===== config.mk =====
export PLATFORM = sky130hd
export DESIGN_NAME = dmem_arbiter_flat
export DESIGN_NICKNAME = d
export VERILOG_FILES = /design/src/rtl/dmem_arbiter_if.sv /design/src/rtl/dmem_arbiter.sv /design/src/flat_wrapper.sv
export SDC_FILE = /design/constraint.sdc
export NUM_CORES = 1
export LEC_CHECK = 0
export BUFFER_PORTS_ARGS = -buffer_cell sky130_fd_sc_hd__buf_2
export CAP_MARGIN = 20
export CORE_AREA = 2 2 122 124
export CTS_CLUSTER_DIAMETER = 30
export CTS_CLUSTER_SIZE = 16
export DETAILED_ROUTE_END_ITERATION = 12
export DIE_AREA = 0 0 124 126
export RECOVER_POWER = 100
export SLEW_MARGIN = 40
export SYNTH_ARGS = -nofsm -noshare
export SYNTH_HDL_FRONTEND = slang
export SYNTH_SLANG_ARGS = --single-unit

===== constraint.sdc =====
create_clock -name clk -period 3.8 [get_ports clk]
set_clock_uncertainty 0.05 [all_clocks]
set_input_delay 0.38 -clock clk [delete_from_list [all_inputs] [get_ports clk]]
set_output_delay 0.38 -clock clk [all_outputs]
set_load 0.02 [all_outputs]

===== src/rtl/dmem_arbiter_if.sv =====
// Bundle of the two requester ports and the data memory port seen by dmem_arbiter.
// The slave modport is the arbiter; master is the surrounding requesters and memory.
interface dmem_arbiter_if #(
    parameter int AW = 32,
    parameter int DW = 32
);
    logic          req0;
    logic          req1;
    logic          we0;
    logic          we1;
    logic          lock0;
    logic          lock1;
    logic [AW-1:0] addr0;
    logic [AW-1:0] addr1;
    logic [DW-1:0] wdata0;
    logic [DW-1:0] wdata1;
    logic          gnt0;
    logic          gnt1;
    logic [DW-1:0] rdata0;
    logic [DW-1:0] rdata1;
    logic [AW-1:0] mem_a;
    logic          mem_we;
    logic [DW-1:0] mem_wd;
    logic [DW-1:0] mem_rd;

    modport slave (
        input  req0, req1, we0, we1, lock0, lock1,
        input  addr0, addr1, wdata0, wdata1, mem_rd,
        output gnt0, gnt1, rdata0, rdata1, mem_a, mem_we, mem_wd
    );

    modport master (
        output req0, req1, we0, we1, lock0, lock1,
        output addr0, addr1, wdata0, wdata1, mem_rd,
        input  gnt0, gnt1, rdata0, rdata1, mem_a, mem_we, mem_wd
    );
endinterface


===== src/rtl/dmem_arbiter.sv =====
// Round-robin arbiter sharing one single-port data memory between the processor
// (port 0) and a second master (port 1), with bounded locked ownership and a stall counter.
module dmem_arbiter #(
    parameter int AW       = 32,
    parameter int DW       = 32,
    parameter int MAX_LOCK = 8
) (
    input  logic                  clk,
    input  logic                  reset,
    dmem_arbiter_if.slave         bus,
    output logic [15:0]           stall_cnt
);
    localparam int HW = $clog2(MAX_LOCK + 1);

    typedef enum logic [1:0] {ARB, OWN0, OWN1} state_t;

    state_t        state_q, state_d;
    logic          last_q, last_d;
    logic [HW-1:0] hold_q, hold_d;
    logic [15:0]   stallCnt_q, stallCnt_d;
    logic          gnt0, gnt1;
    logic          forceRel;

    always_ff @(posedge clk or posedge reset) begin
        if (reset) begin
            state_q    <= ARB;
            last_q     <= 1'b1;
            hold_q     <= '0;
            stallCnt_q <= '0;
        end else begin
            state_q    <= state_d;
            last_q     <= last_d;
            hold_q     <= hold_d;
            stallCnt_q <= stallCnt_d;
        end
    end

    // A full hold count turns the owner's cycle into an arbitration cycle won by the waiter.
    assign forceRel = (hold_q == HW'(MAX_LOCK));

    always_comb begin
        gnt0       = 1'b0;
        gnt1       = 1'b0;
        state_d    = state_q;
        last_d     = last_q;
        hold_d     = hold_q;
        stallCnt_d = stallCnt_q;

        unique case (state_q)
            ARB: begin
                if (bus.req0 && bus.req1) begin
                    gnt0 = last_q;
                    gnt1 = !last_q;
                end else begin
                    gnt0 = bus.req0;
                    gnt1 = bus.req1;
                end
            end
            OWN0: begin
                if (bus.req1 && forceRel) gnt1 = 1'b1;
                else                      gnt0 = bus.req0;
            end
            OWN1: begin
                if (bus.req0 && forceRel) gnt0 = 1'b1;
                else                      gnt1 = bus.req1;
            end
            default: ;
        endcase

        if (reset) begin
            gnt0 = 1'b0;
            gnt1 = 1'b0;
        end

        if (gnt0) begin
            last_d  = 1'b0;
            state_d = bus.lock0 ? OWN0 : ARB;
        end else if (gnt1) begin
            last_d  = 1'b1;
            state_d = bus.lock1 ? OWN1 : ARB;
        end else begin
            state_d = ARB;
        end

        if (state_d != state_q)
            hold_d = '0;
        else if (state_q == OWN0 && bus.req1 && !forceRel)
            hold_d = hold_q + HW'(1);
        else if (state_q == OWN1 && bus.req0 && !forceRel)
            hold_d = hold_q + HW'(1);
        else
            hold_d = '0;

        if (bus.req0 && !gnt0 && stallCnt_q != 16'hFFFF)
            stallCnt_d = stallCnt_q + 16'd1;
    end

    // With no grant the memory sees port 0's address and a suppressed write.
    always_comb begin
        if (gnt1) begin
            bus.mem_a  = bus.addr1;
            bus.mem_we = bus.we1;
            bus.mem_wd = bus.wdata1;
        end else begin
            bus.mem_a  = bus.addr0;
            bus.mem_we = bus.we0 & gnt0;
            bus.mem_wd = bus.wdata0;
        end
    end

    assign bus.gnt0   = gnt0;
    assign bus.gnt1   = gnt1;
    assign bus.rdata0 = bus.mem_rd;
    assign bus.rdata1 = bus.mem_rd;
    assign stall_cnt  = stallCnt_q;
endmodule

===== src/flat_wrapper.sv =====
// flat-port wrapper written by rule: the top's interface ports become plain ports
module dmem_arbiter_flat 
#(
    parameter int AW       = 32,
    parameter int DW       = 32,
    parameter int MAX_LOCK = 8
)
  (clk, reset, stall_cnt, bus_req0, bus_req1, bus_we0, bus_we1, bus_lock0, bus_lock1, bus_addr0, bus_addr1, bus_wdata0, bus_wdata1, bus_mem_rd, bus_gnt0, bus_gnt1, bus_rdata0, bus_rdata1, bus_mem_a, bus_mem_we, bus_mem_wd);
  dmem_arbiter_if #(.AW(AW), .DW(DW)) bus_i ();
  input  logic clk;
  input  logic reset;
  output logic [15:0] stall_cnt;
  input wire logic [$bits(bus_i.req0)-1:0] bus_req0;
  input wire logic [$bits(bus_i.req1)-1:0] bus_req1;
  input wire logic [$bits(bus_i.we0)-1:0] bus_we0;
  input wire logic [$bits(bus_i.we1)-1:0] bus_we1;
  input wire logic [$bits(bus_i.lock0)-1:0] bus_lock0;
  input wire logic [$bits(bus_i.lock1)-1:0] bus_lock1;
  input wire logic [$bits(bus_i.addr0)-1:0] bus_addr0;
  input wire logic [$bits(bus_i.addr1)-1:0] bus_addr1;
  input wire logic [$bits(bus_i.wdata0)-1:0] bus_wdata0;
  input wire logic [$bits(bus_i.wdata1)-1:0] bus_wdata1;
  input wire logic [$bits(bus_i.mem_rd)-1:0] bus_mem_rd;
  output wire logic [$bits(bus_i.gnt0)-1:0] bus_gnt0;
  output wire logic [$bits(bus_i.gnt1)-1:0] bus_gnt1;
  output wire logic [$bits(bus_i.rdata0)-1:0] bus_rdata0;
  output wire logic [$bits(bus_i.rdata1)-1:0] bus_rdata1;
  output wire logic [$bits(bus_i.mem_a)-1:0] bus_mem_a;
  output wire logic [$bits(bus_i.mem_we)-1:0] bus_mem_we;
  output wire logic [$bits(bus_i.mem_wd)-1:0] bus_mem_wd;
  assign bus_i.req0 = bus_req0;
  assign bus_i.req1 = bus_req1;
  assign bus_i.we0 = bus_we0;
  assign bus_i.we1 = bus_we1;
  assign bus_i.lock0 = bus_lock0;
  assign bus_i.lock1 = bus_lock1;
  assign bus_i.addr0 = bus_addr0;
  assign bus_i.addr1 = bus_addr1;
  assign bus_i.wdata0 = bus_wdata0;
  assign bus_i.wdata1 = bus_wdata1;
  assign bus_i.mem_rd = bus_mem_rd;
  assign bus_gnt0 = bus_i.gnt0;
  assign bus_gnt1 = bus_i.gnt1;
  assign bus_rdata0 = bus_i.rdata0;
  assign bus_rdata1 = bus_i.rdata1;
  assign bus_mem_a = bus_i.mem_a;
  assign bus_mem_we = bus_i.mem_we;
  assign bus_mem_wd = bus_i.mem_wd;
  dmem_arbiter #(.AW(AW), .DW(DW), .MAX_LOCK(MAX_LOCK)) u_core (.clk(clk), .reset(reset), .bus(bus_i), .stall_cnt(stall_cnt));
endmodule

==> results of run 1 <==
metal layers:
| layer | share of wire, % | vias to the layer above | routed length [microns] |
|---|---|---|---|
| met5 | 0.48 | - | 48 |
| met4 | 0.28 | 8 | 28 |
| met3 | 15 | 10 | 1490 |
| met2 | 47 | 180 | 4640 |
| met1 | 38 | 1110 | 3730 |
| li1 | - | 1154 | - |
power breakdown:
part / switching, mW / total, mW / internal, mW
logic: 0.316 / 0.540 / 0.224
clock network: 0.0914 / 0.234 / 0.143
registers: 0.0642 / 0.356 / 0.292
synthesized netlist by cell type (2+ instances only):
master and number:
buf_6 7, mux2_2 29, nand4_1 2, nor3b_1 3, xnor2_1 2, nand2_1 11
dfrtp_1 22, inv_1 5, nand2b_1 4, ha_1 3, nor2_1 2, nor4_1 5
xor2_1 14, nor3_1 7, buf_2 2, nand3_1 5, mux2_4 38, and3_1 2
a21oi_1 3, nand4b_1 2, nand3b_1 2, and4_4 2, buf_4 65
critical path: stages (launching register included):
cell and delay [ps]:
dfrtp_1 410, inv_1 70, ha_1 170, nand4b_1 110, a32oi_1 290, inv_2 60
nand3_2 470, buf_12 330, mux2_1 390, buf_2 170
sequential cells by signal (all words and copies together) (netlist names):
name / flops
u_core.hold_q: 4
u_core.last_q: 1
u_core.stall_cnt: 16
u_core.state_q: 2
cell families after synthesis:
kind of cell / Yosys count / synth area share (%)
buffers and inverters: 81 / 22.2
muxes: 67 / 33.0
and+or+nand+nor: 59 / 14.0
DFF: 23 / 21.2
xor gates and xnor gates: 16 / 5.15
AOI/OAI and AO/OA: 10 / 3.08
adders and majority gates: 3 / 1.38
worst max path at each step:
stage                     slack (ps)  cells past startpoint             start        endpoint
after floorplan                 1550                      7  u_core.hold_q[0]      bus_mem_we
after global placement          1010                      9  u_core.hold_q[0]  bus_mem_wd[18]
after detailed placement         960                      9  u_core.hold_q[0]  bus_mem_wd[19]
after CTS                        700                      9  u_core.hold_q[0]  bus_mem_wd[19]
after global routing             400                      9  u_core.hold_q[0]   bus_mem_a[17]
final                            620                      9  u_core.hold_q[0]   bus_mem_a[17]
layout by cell type (no fill, tap or decap), types with 4 or more instances in the layout:
cell type and instances:
buf_2 163, clkbuf_1 56, mux2_2 29, mux2_1 25, dfrtp_1 22, xor2_1 14, mux2_4 13, nand2_1 11
nor3_1 7, inv_1 5, nand3_1 5, nor4_1 5, diode_2 4, nand2b_1 4, nor3b_1 4
metrics by stage:
| step | cells | power (mW) | area, sq um |
|---|---|---|---|
| 6_report | 596 | 1.13 | 3390 |
| 5_1_grt | 594 | 1.20 | 3380 |
| 4_1_cts | 592 | 1.20 | 3580 |
| 3_5_place_dp | 588 | 0.962 | 3500 |
| 3_3_place_gp | 588 | 0.957 | 3500 |
| 2_1_floorplan | 259 | 0.838 | 2720 |
area by class of cell:
class | count | share of cell area, %
tap | 184 | 6.79
timing repair buffer | 220 | 30.9
clock buffer | 3 | 2.21
sequential | 23 | 17.0
antenna | 4 | 0.295
clock inverter | 1 | 0.221
inverter | 6 | 0.664
multi-input combinational | 155 | 41.9
==> reports/results.tsv, run 1 <==
stage	metric	value	unit
cts	clock_sinks	23	
worst_setup_path	r2r_setup_slack	1360	ps
synth	synth_ff_type	dfrtp_1	
drt	avgViaCountPerCell	4.13	
sta	rsz0062_at_grt	no	
cts	root_buffer	clkbuf_16	
cts	ctsResizeCount	0	
synth	synth_area	2720	sq um
sta	hold_viol	0	
placed_design	dp_hpwl	8590	microns
cts	ctsHoldBuffers	0	
worst_setup_path	endpoint_kind	output port	
global_routing	track_usage	11.2	%
synth	netlist_instances	259	
sta	setup_violations	0	
sta	fin_crit	3180	ps
synth	ys_seq_area_share	21.2	%
global_routing	overflow	0	
global_routing	grt_max_degree	45	
cells_and_area	seqCellArea	577	sq um
floorplanning	pin_count	315	
pwr	p_leak	1.66	nW
global_routing	grt_use_met2	19.3	%
global_routing	grt_antenna_before_repair	9	
global_routing	grt_util_met3	6.97	%
worst_setup_path	worstPathRequired	3370	ps
sta	worst_slack	617	ps
drt	ant_nets	0	
worst_setup_path	worstRegToRegCells	7	
synth	synth_top_area_share	21.0	%
placed_design	pre_cts_slack	957	ps
global_routing	grt_use_met1	12.2	%
cts	cts.path.max_buffers	2	
floorplanning	dieArea	15600	sq um
synth	synth_edf_count	0	
cells_and_area	area_delta_synth_final	24.6	%
floorplanning	fp.dieH	126	microns
cts	ctsHtreeMaxLevel	1	
floorplanning	die_x	124	microns
worst_setup_path	cp-start-kind	flip-flop	
synth	async_flop_share	100	%
drt	totalWireLength	9940	microns
cts	clkTransAtPathRegs	60	ps
run_status	outcome	finished, final reports clean	
placed_design	port_buffers	218	
sta	clock.fmax	0.314	GHz
pwr	ir_drop	0.000240	V
drt	drc	0	
global_routing	gr-max-usage-layer	met2	
sta	maxSlewViolCount	0	
sta	slew_headroom	10.5	%
global_routing	grt_pass1_vias	2306	
cts	worst_skew_pair.late_latency	260	ps
floorplanning	fp-row-count	44	
floorplanning	start_util	19.0	%
drt	vias	2462	
sta	min_period_over_period	83.8	%
sta	tightest_slew	1340	ps
synth	yosys_warnings	0	
worst_setup_path	critPathArrivalTime	2750	ps
worst_hold_path	hold_end	u_core.state_q[0]	
synth	syn_nets	430	
cells_and_area	postLayoutCoreUtil	23.7	%
worst_setup_path	crit_fanout	44	
cts	post_cts_buffers	0	
synth	avgSynthCellArea	10.5	sq um
worst_setup_path	critPathKind	reg -> out	
worst_setup_path	reg2reg_to	u_core.stall_cnt[15]	
worst_hold_path	hold_depth	2	
drt	dr.pass1.iters	4	
placed_design	gp_congestion	0.754	
synth	ys_seq_elements	23	
cts	cts_buffers	3	
cells_and_area	fin_nets	580	
worst_hold_path	min-delay-start	bus_lock0	
global_routing	grt_pass1_wl	13200	microns
synth	synth_area_leaders	mux2_4, dfrtp_1, buf_4	
synth	yosysTopAreaCell	mux2_4	
sta	hold_ws	308	ps
cells_and_area	multi_input_area	1420	sq um
drt	drtIter0Drc	62	
floorplanning	core	14300	sq um
synth	synth_cell_types	45	
pwr	p_per_area	333	nW/um^2
worst_hold_path	hold_path_class	in -> reg	
drt	wl_per_cell	16.7	microns
cells_and_area	nFillCells	1651	
sta	tns	0	ps
cells_and_area	drive_gt1_share	53.2	%
worst_setup_path	reg2reg_from	u_core.hold_q[0]	
cts	cts_tree	yes	
run	maxCapViolations	0	
(Power assumes the default switching activity.)
==> run 2, diff against run 1 <==
clock period = 2.9 ns   (was 3.8 ns; I/O delays follow)
==> run 2 against run 1 <==
Against the previous run:
- total power is 36% higher
- final cell count grew 2.0%
- via count grew 1.9%
- sequential cell count is the same
- global-route usage is 0.27 points higher
- first-iteration DRC count fell by 29%
- hold slack got worse by 98 ps
- non-clock buffer count grew 11
- critical path type unchanged
- highest routed layer unchanged
==> reports/results.tsv, run 2 (synthesis gave the netlist of run 1 again) <==
stage	metric	value	unit	change
cells_and_area	largest_register_ffs	16		unchanged
sta	rsz0062_at_grt	no		
drt	totalWireLength	9930	microns	about the same
sta	slew_headroom	17.2	%	+6.6 points
worst_setup_path	path_depth	9		unchanged
run	maxCapViolations	0		unchanged
drt	ant_nets	0		unchanged
cells_and_area	layout_common_cells	buf_2, clkbuf_2, mux2_4		
drt	avgViaCountPerCell	4.13		about the same
global_routing	grt_max_degree	26		-42%
floorplanning	die_x	124	microns	unchanged
drt	wl_per_cell	16.3	microns	-2.1%
drt	drc	0		unchanged
placed_design	port_buffers	218		unchanged
floorplanning	dieArea	15600	sq um	unchanged
drt	vias	2510		+1.9%
cts	cts_tree	yes		
global_routing	grt_pass1_wl	13600	microns	+2.8%
drt	drtIter0Drc	44		-29%
sta	tns	0	ps	unchanged
worst_setup_path	cp-start-kind	flip-flop		
sta	fin_crit	2660	ps	
sta	setup_violations	0		unchanged
floorplanning	start_util	19.0	%	unchanged
sta	clock.fmax	0.375	GHz	
pwr	ir_drop	0.000310	V	+30%
worst_setup_path	critPathKind	reg -> out		
cells_and_area	nFillCells	1614		-2.2%
cts	worst_skew_pair.late_latency	250	ps	about the same
cts	clkTransAtPathRegs	60	ps	about the same
placed_design	dp_hpwl	8790	microns	+2.4%
global_routing	overflow	0		unchanged
worst_setup_path	crit_chain	inv_1 -> ha_1 -> nand4b_1 -> a32oi_1 -> inv_2 -> nand3_4 -> buf_12 -> mux2_2 -> clkbuf_2		
worst_setup_path	critPathArrivalTime	2320	ps	-430 ps
global_routing	track_usage	11.5	%	+0.27 points
pwr	p_per_area	424	nW/um^2	+27%
cts	cts_buffers	3		unchanged
cells_and_area	final_common_cell	buf_2		
worst_hold_path	hold_depth	2		unchanged
worst_setup_path	worstRegToRegCells	8		+1
worst_setup_path	cp_num_buf_inv	4		unchanged
cts	clock_sinks	23		unchanged
worst_setup_path	crit_family	buffers and inverters		
cells_and_area	postLayoutCoreUtil	25.2	%	+1.5 points
drt	dr.pass1.iters	4		unchanged
cts	ctsHtreeMaxLevel	1		unchanged
sta	min_period_over_period	91.9	%	
worst_setup_path	crit_path_max_incr_delay	410	ps	-60 ps
placed_design	gp_congestion	0.772		+2.3%
global_routing	grt_pass1_vias	2419		+4.9%
global_routing	grt_antenna_before_repair	11		+2
floorplanning	core	14300	sq um	unchanged
cts	cts.path.max_buffers	2		unchanged
worst_setup_path	cp_slowest_cell	dfrtp_1		
worst_hold_path	hold_path_class	in -> reg		
sta	tightest_slew	1240	ps	-99.7 ps
cts	ctsHoldBuffers	0		unchanged
floorplanning	fp-row-count	44		unchanged
cells_and_area	fin_nets	591		+1.9%
worst_setup_path	endpoint_kind	output port		
cts	root_buffer	clkbuf_16		
sta	hold_viol	0		unchanged
cells_and_area	final_cell_area	3610	sq um	+6.5%
pwr	p_leak	1.93	nW	+16%
floorplanning	pin_count	315		unchanged
worst_setup_path	worstPathRequired	2560	ps	-810 ps
floorplanning	fp.dieH	126	microns	unchanged
worst_setup_path	crit_fanout	25		-43%
run_status	outcome	finished, final reports clean		
cells_and_area	area_delta_synth_final	32.7	%	
placed_design	post_dp_cell_area	3550	sq um	+1.4%
cells_and_area	drive_gt1_share	67.1	%	+14 points
sta	maxSlewViolCount	0		unchanged
[run 2: cell types whose count changed in the layout (fill, tap and decap cells not counted), sizes merged]
| cell | before | now |
|---|---|---|
| diode | 4 | 5 |
| buf | 164 | 151 |
| clkinvlp | 1 | 0 |
| clkbuf | 59 | 84 |
[run 2: repair_timing]
item | in CTS | in global routing
endpoints found under the setup margin | 0 | 2
resized for setup | 0 | 0
hold endpoints to repair | 0 | 0
buffers inserted | 0 | 6
[run 2: final timing paths]
check / startpoint / endpoint / slack, ps
worst max-delay path: u_core.hold_q[0] / bus_mem_a[31] / 240
worst min-delay path: bus_lock0 / u_core.state_q[0] / 210
worst max register to register: u_core.hold_q[0] / u_core.stall_cnt[3] / 590
worst min register to register: u_core.stall_cnt[12] / u_core.stall_cnt[12] / 450
max in group asynchronous: reset / u_core.stall_cnt[3] / 1590
min in group asynchronous: reset / u_core.stall_cnt[0] / 470
[run 2: cell type report]
class | instances | area, sq um | area share (%)
clock buffers | 4 | 78.8 | 2.18
inverters | 6 | 22.5 | 0.624
repair buffers | 231 | 1160 | 32.3
well taps | 184 | 230 | 6.38
multi-input cells | 155 | 1520 | 42.2
flip-flops and latches | 23 | 577 | 16.0
diodes | 5 | 12.5 | 0.347
[run 2: where the power goes]
part	internal, mW	total, mW	leakage, nW	switching [mW]
Combinational	0.349	0.775	1.59	0.425
Clock	0.187	0.290	0.0382	0.103
Sequential	0.383	0.466	0.298	0.0837
Total	0.919	1.53	1.93	0.612
[run 2: worst register-to-register path, delay by kind of cell, from the launching register on]
| family | cells | cell delay, ps |
|---|---|---|
| buf+inv | 2 | 360 |
| xor+xnor | 1 | 170 |
| flops | 1 | 390 |
| fa+ha+maj | 1 | 220 |
| simple gates | 4 | 1060 |
[run 2: layer usage]
layer / vias up / track usage [%] / wire [microns]
li1: 1170 / - / -
met3: 12 / 7.47 / 1620
met4: 10 / 0.991 / 25
met5: - / 0 / 53
met2: 177 / 20.4 / 4800
met1: 1141 / 11.7 / 3430
[run 2: through the flow]
step	std cells	total power, mW	setup WS (ps)	hold WS [ps]
global placement	593	1.27	461	389
global route	604	1.64	21.1	214
CTS	597	1.57	167	115
floorplan	259	1.10	742	258
finish	608	1.53	236	210
detailed placement	593	1.27	441	383
